`src/rtl/line_mem_arbiter.sv`:
```
// line_mem_arbiter
//   Registered, sequenced arbiter that shares one cacheline adaptor (256-bit line
//   port) between the instruction-side and data-side miss paths. One line
//   transaction runs at a time: the winner's command is latched into the ca_*
//   registers, the adaptor's completion is steered back to the winner, and a
//   RELEASE cycle gives the served requester time to drop its request.
//
//   Optional feature macro: ARB_STARVE_GUARD_EN
//     defined   : after STARVE_LIMIT consecutive contested wins by the priority
//                 side, the next contested arbitration goes to the other side.
//     undefined : strict fixed priority per D_PRIORITY.
//
//   Ports
//     clk, rst                 system clock, synchronous active-high reset
//     i_read, i_addr           I-side line read request (held until i_resp)
//     i_data, i_resp           I-side read line and 1-cycle completion
//     d_read, d_write, d_addr  D-side line read / writeback request (held until d_resp)
//     d_wdata                  D-side writeback line
//     d_rdata, d_resp          D-side read line and 1-cycle completion
//     ca_read, ca_write        adaptor command (registered, one-hot or idle)
//     ca_addr, ca_wdata        adaptor address / write line (registered)
//     ca_rdata, ca_resp        adaptor read line and completion
//
//   state     | meaning
//   ----------+--------------------------------------------------------------
//   S_IDLE    | no transaction; arbitrate and latch the winner's command
//   S_GRANT_I | I-side command on the adaptor, waiting for ca_resp
//   S_GRANT_D | D-side command on the adaptor, waiting for ca_resp
//   S_RELEASE | one dead cycle so the served requester can drop its request

module line_mem_arbiter #(
    parameter int D_PRIORITY   = 1,
    parameter int STARVE_LIMIT = 4
) (
    input  logic         clk,
    input  logic         rst,
    input  logic         i_read,
    input  logic [31:0]  i_addr,
    output logic [255:0] i_data,
    output logic         i_resp,
    input  logic         d_read,
    input  logic         d_write,
    input  logic [31:0]  d_addr,
    input  logic [255:0] d_wdata,
    output logic [255:0] d_rdata,
    output logic         d_resp,
    output logic         ca_read,
    output logic         ca_write,
    output logic [31:0]  ca_addr,
    output logic [255:0] ca_wdata,
    input  logic [255:0] ca_rdata,
    input  logic         ca_resp
);

    typedef enum logic [1:0] {
        S_IDLE    = 2'd0,
        S_GRANT_I = 2'd1,
        S_GRANT_D = 2'd2,
        S_RELEASE = 2'd3
    } state_t;

    if (STARVE_LIMIT < 1) begin : g_bad_limit
        $error("line_mem_arbiter: STARVE_LIMIT must be at least 1");
    end

    state_t         state_q, state_d;
    logic           ca_read_q, ca_read_d;
    logic           ca_write_q, ca_write_d;
    logic [31:0]    ca_addr_q, ca_addr_d;
    logic [255:0]   ca_wdata_q, ca_wdata_d;

    logic           req_i, req_d, contested, prio_d, pick_d;

    assign req_i     = i_read;
    assign req_d     = d_read | d_write;
    assign contested = req_i & req_d;
    assign prio_d    = (D_PRIORITY != 0);

`ifdef ARB_STARVE_GUARD_EN
    localparam int CW = $clog2(STARVE_LIMIT + 1);
    localparam logic [CW-1:0] LIMIT = CW'(STARVE_LIMIT);

    logic [CW-1:0]  starve_q, starve_d;

    // Once the priority side has won LIMIT contested rounds in a row, the
    // loser gets the next contested round.
    assign pick_d = contested ? (prio_d ^ (starve_q == LIMIT)) : req_d;
`else
    assign pick_d = contested ? prio_d : req_d;
`endif

    // State register and latched adaptor command
    always_ff @(posedge clk) begin
        if (rst) begin
            state_q    <= S_IDLE;
            ca_read_q  <= 1'b0;
            ca_write_q <= 1'b0;
            ca_addr_q  <= '0;
            ca_wdata_q <= '0;
`ifdef ARB_STARVE_GUARD_EN
            starve_q   <= '0;
`endif
        end else begin
            state_q    <= state_d;
            ca_read_q  <= ca_read_d;
            ca_write_q <= ca_write_d;
            ca_addr_q  <= ca_addr_d;
            ca_wdata_q <= ca_wdata_d;
`ifdef ARB_STARVE_GUARD_EN
            starve_q   <= starve_d;
`endif
        end
    end

    // Next-state and next-command logic
    always_comb begin
        state_d    = state_q;
        ca_read_d  = ca_read_q;
        ca_write_d = ca_write_q;
        ca_addr_d  = ca_addr_q;
        ca_wdata_d = ca_wdata_q;
`ifdef ARB_STARVE_GUARD_EN
        starve_d   = starve_q;
`endif
        unique case (state_q)
            S_IDLE: begin
                if (req_i || req_d) begin
                    if (pick_d) begin
                        state_d    = S_GRANT_D;
                        ca_addr_d  = d_addr;
                        ca_wdata_d = d_wdata;
                        // A simultaneous read+write is illegal; the write wins.
                        ca_write_d = d_write;
                        ca_read_d  = ~d_write;
                    end else begin
                        state_d    = S_GRANT_I;
                        ca_addr_d  = i_addr;
                        ca_read_d  = 1'b1;
                        ca_write_d = 1'b0;
                    end
`ifdef ARB_STARVE_GUARD_EN
                    if (contested && (pick_d == prio_d)) begin
                        if (starve_q != LIMIT) starve_d = starve_q + 1'b1;
                    end else begin
                        starve_d = '0;
                    end
`endif
                end
            end
            S_GRANT_I, S_GRANT_D: begin
                if (ca_resp) begin
                    state_d    = S_RELEASE;
                    ca_read_d  = 1'b0;
                    ca_write_d = 1'b0;
                end
            end
            S_RELEASE: begin
                state_d = S_IDLE;
            end
            default: begin
                state_d = S_IDLE;
            end
        endcase
    end

    // Outputs: completions are a same-cycle pass-through of ca_resp to the
    // granted side, suppressed while rst is asserted.
    always_comb begin
        i_resp = 1'b0;
        d_resp = 1'b0;
        if (!rst && ca_resp) begin
            i_resp = (state_q == S_GRANT_I);
            d_resp = (state_q == S_GRANT_D);
        end
    end

    assign i_data   = ca_rdata;
    assign d_rdata  = ca_rdata;
    assign ca_read  = ca_read_q;
    assign ca_write = ca_write_q;
    assign ca_addr  = ca_addr_q;
    assign ca_wdata = ca_wdata_q;

`ifndef SYNTHESIS
    a_no_rw_together : assert property (@(posedge clk) disable iff (rst)
        !(d_read && d_write));
    a_resp_only_granted : assert property (@(posedge clk) disable iff (rst)
        ca_resp |-> (state_q == S_GRANT_I || state_q == S_GRANT_D));
`endif

endmodule

```
`config.mk`:
```
export PLATFORM = sky130hd
export DESIGN_NAME = line_mem_arbiter
export DESIGN_NICKNAME = d
export VERILOG_FILES = /design/src/rtl/line_mem_arbiter.sv
export SDC_FILE = /design/constraint.sdc
export NUM_CORES = 1
export LEC_CHECK = 0
export BUFFER_PORTS_ARGS = -buffer_cell sky130_fd_sc_hd__buf_4
export CELL_PAD_IN_SITES_DETAIL_PLACEMENT = 1
export CELL_PAD_IN_SITES_GLOBAL_PLACEMENT = 1
export CORE_AREA = 2 2 543 545
export DETAILED_ROUTE_END_ITERATION = 12
export DIE_AREA = 0 0 545 547
export PLACE_DENSITY = 0.3
export SLEW_MARGIN = 20
export SYNTH_ARGS = -nofsm -noshare
export SYNTH_HDL_FRONTEND = slang
export SYNTH_SLANG_ARGS = --single-unit
```
`constraint.sdc`:
```
create_clock -name clk -period 1.4 [get_ports clk]
set_input_delay 0.28 -clock clk [delete_from_list [all_inputs] [get_ports clk]]
set_output_delay 0.28 -clock clk [all_outputs]
set_load 0.005 [all_outputs]
```
==> impl_metrics.csv <==
group,metric,value,unit
floorplanning,initial_utilization,5.00,%
final_layout,stdcell_area,27000,um^2
power,swShare,37.6,%
grt,first_global_vias,15500,
final_layout,fin_nets,2950,
timing,tightest_slew,689,ps
timing,setup_ws,-569,ps
synthesis,syn-instance-count,1839,
timing,hold_viol_final,0,
routing,via_per_inst,2.29,
cts,root_buffer,"clkbuf_16",
place,io_buffers,617,
grt,grt_antenna_before_repair,157,
synthesis,synth.avg_cell_area,7.95,um^2
place,hpwlAfterDp,124000,um
routing,vias,14600,
timing,slew_headroom,53.9,%
power,ir_drop,0.708,mV
synthesis,ys_seq_area_share,40.0,%
floorplanning,rows,199,
worst_setup_path,endpoint_kind,"primary output",
synthesis,synth_fp_nets,2425,
routing,drt_iter0_drc,401,
synthesis,synth_common_cells,"544 x nand2_1, 542 x buf_4, 292 x dfxtp_1, 257 x a21oi_1, 40 x clkbuf_1",
outcome,violations,"negative setup slack",
grt,grt_overflow,0,
power,clockPowerShare,27.1,%
floorplanning,die_area,298000,um^2
routing,drt-wirelength-per-cell,23.6,um
synthesis,synth_edf_count,0,
routing,drt_wl_total,150000,um
synthesis,yosysTopAreaCell,"dfxtp_1",
routing,route.detailed.drc,0,
final_layout,syn_to_final_growth,84.8,%
worst_setup_path,critPathMaxFanout,2,
cts,cts_buffers,47,
timing,clock_skew,40.5,ps
timing,finalSetupTns,-98800,ps
routing,ant_nets,0,
synthesis,ys_ff_latch,292,
place,detailed_place.area,20900,um^2
cts,path_clk_slew,60,ps
synthesis,synthTopCellsByArea,"dfxtp_1 40%, buf_4 28%, nand2_1 14%, a21oi_1 8.8%, a311oi_2 3.3%",
power,pwr-share-comb,47.1,%
grt,grt_usage,9.70,%
power,power.internal,28.3,mW
synthesis,mappedNetlistArea,14600,um^2
floorplanning,coreArea,293000,um^2
final_layout,fillers,34700,
floorplanning,die-width,545,um
timing,period_needed,1970,ps
final_layout,multi_input_area,4400,um^2
cts,clk_latency,680,ps
final_layout,drive_gt1_share,38.2,%
grt,grt_max_degree,37,
timing,finalSetupViolCount,494,
timing,slew_violations,0,
timing,grt_setup_unrepaired,"true",
worst_setup_path,path_class,"flip-flop to primary output",
outcome,status,"complete, but fails checks",
power,p_leak,10.3,nW
synthesis,yosysWarnings,0,
hold_path,hold_path_class,"input pin to flip-flop",
power,p_seq_share,25.8,%
power,p_per_area,1680,nW/um^2
cts,cts_tree,"yes",
synthesis,ys_dominant_reg_cell,"dfxtp_1",
timing,clock.fmax,508,MHz
cts,ctsHtreeMaxLevel,2,
place,place_congestion,0.677,
routing,first_pass_iters,4,
synthesis,synthArstFlopShare,0,%
flow_run,maxCapViolations,0,
synthesis,synth.distinct_cells,25,
floorplanning,io_pins,1386,
worst_setup_path,start_kind,"flip-flop",
cts,clock_sinks,292,
synthesis,yosysTopAreaCellShare,40.0,%
cts,cts_max_path_buffers,3,
timing,final.period_utilization,141,%
floorplanning,die_y,547,um
worst_setup_path,crit_required,1120,ps
worst_setup_path,cp.arrival,1690,ps
grt,grt_pass1_wl,183000,um
power,switchingPower,17.1,mW
synthesis,yosysMostFrequentCell,"nand2_1",
final_layout,ff_latch_area,5890,um^2
[state kept, by name, indices dropped and copies added, names as in the netlist]
signal / count
ca_write: 1
ca_addr: 32
ca_read: 1
state_q: 2
ca_wdata: 256
[timing repair]
item	CTS	global route
setup endpoints to repair	583	584
hold buffers	324	0
resized for setup	106	6
setup buffers	26	2
pin swaps	1	0
hold endpoints to repair	291	0
cloned	17	0
[metrics by stage]
stage | hold slack (ps) | setup WS [ps] | utilization, % | cells | total power, mW
3_3_place_gp | 443 | -346 | 7.13 | 5866 | 28.1
4_1_cts | 73.0 | -737 | 9.15 | 6307 | 47.7
2_1_floorplan | 416 | 9.29 | - | 1839 | 19.3
3_5_place_dp | 447 | -318 | 7.13 | 5866 | 28.2
5_1_grt | 149 | -696 | 9.21 | 6349 | 48.7
6_report | 214 | -569 | 9.23 | 6382 | 45.4
[layout make-up]
type                            instances  area share (%)
Clock inverter                          9           0.491
Tap cell                             3919            18.2
Clock buffer                           66            5.03
Antenna cell                           73           0.676
Multi-Input combinational cell        924            16.3
Inverter                                4          0.0556
Timing Repair Buffer                 1095            37.5
Sequential cell                       292            21.8
[placed cells by master, fill, tap and decap left out, types with 2 or more instances in the layout]
cell type      instances
clkinvlp_4             2
a21oi_1              251
a311oi_2              32
buf_6                 35
buf_12                31
dfxtp_4                4
o32ai_1                2
buf_4                677
nand2_1              543
inv_1                  2
o21ai_0               35
clkbuf_8               7
inv_2                  2
dfxtp_1              266
dlygate4sd3_1        324
dfxtp_2               22
nor2_1                35
nor2b_1                2
buf_8                  2
buf_16                16
a21oi_2                6
ha_4                   2
clkbuf_16             49
bufbuf_16             10
clkinv_2               2
clkbuf_1              10
bufinv_16              3
diode_2               73
nand2b_1               2
[metal layers]
layer | GRT usage, % | vias up | part of all wire, %
li1 | - | 6532 | -
met1 | 9.26 | 6435 | 34
met2 | 15.1 | 1099 | 43
met3 | 7.54 | 421 | 17
met4 | 4.64 | 128 | 5.0
met5 | 0.625 | - | 0.69
[power groups by stage]
stage                     clock, mW  sequential, mW  combinational [mW]
final                          12.3            11.7                21.4
after floorplan                   0            11.7                7.64
after global routing           13.3            12.0                23.4
after global placement            0            11.8                16.3
after detailed placement          0            11.8                16.3
after CTS                      13.3            11.8                22.6
[kinds of logic after synthesis]
| logic type | after synthesis | share of synthesized area [%] |
|---|---|---|
| buf+inv | 623 | 30.5 |
| simple gates | 588 | 15.4 |
| compound gates | 331 | 13.7 |
| flops | 292 | 40.0 |
| fa+ha+maj | 4 | 0.342 |
| mux | 1 | 0.0685 |
[critical path, cell delays in order, from the launching register on]
cell     delay, ps
dfxtp_2        330
inv_2           40
buf_6          110
ha_4           140
and3b_2        220
buf_12         150
[final timing paths]
check	start	end	slack [ps]	cells after the start
hold / removal	d_write	ca_addr[17]$_SDFFE_PP0P_	210	3
setup reg to reg	state_q[1]$_SDFFE_PP0P_	ca_wdata[146]$_SDFFE_PP0P_	-430	11
hold reg to reg	ca_wdata[192]$_SDFFE_PP0P_	ca_wdata[192]$_SDFFE_PP0P_	450	2
setup / recovery	state_q[0]$_SDFFE_PP0P_	d_resp	-570	5
No activity file was read; power rests on OpenSTA's default activity.
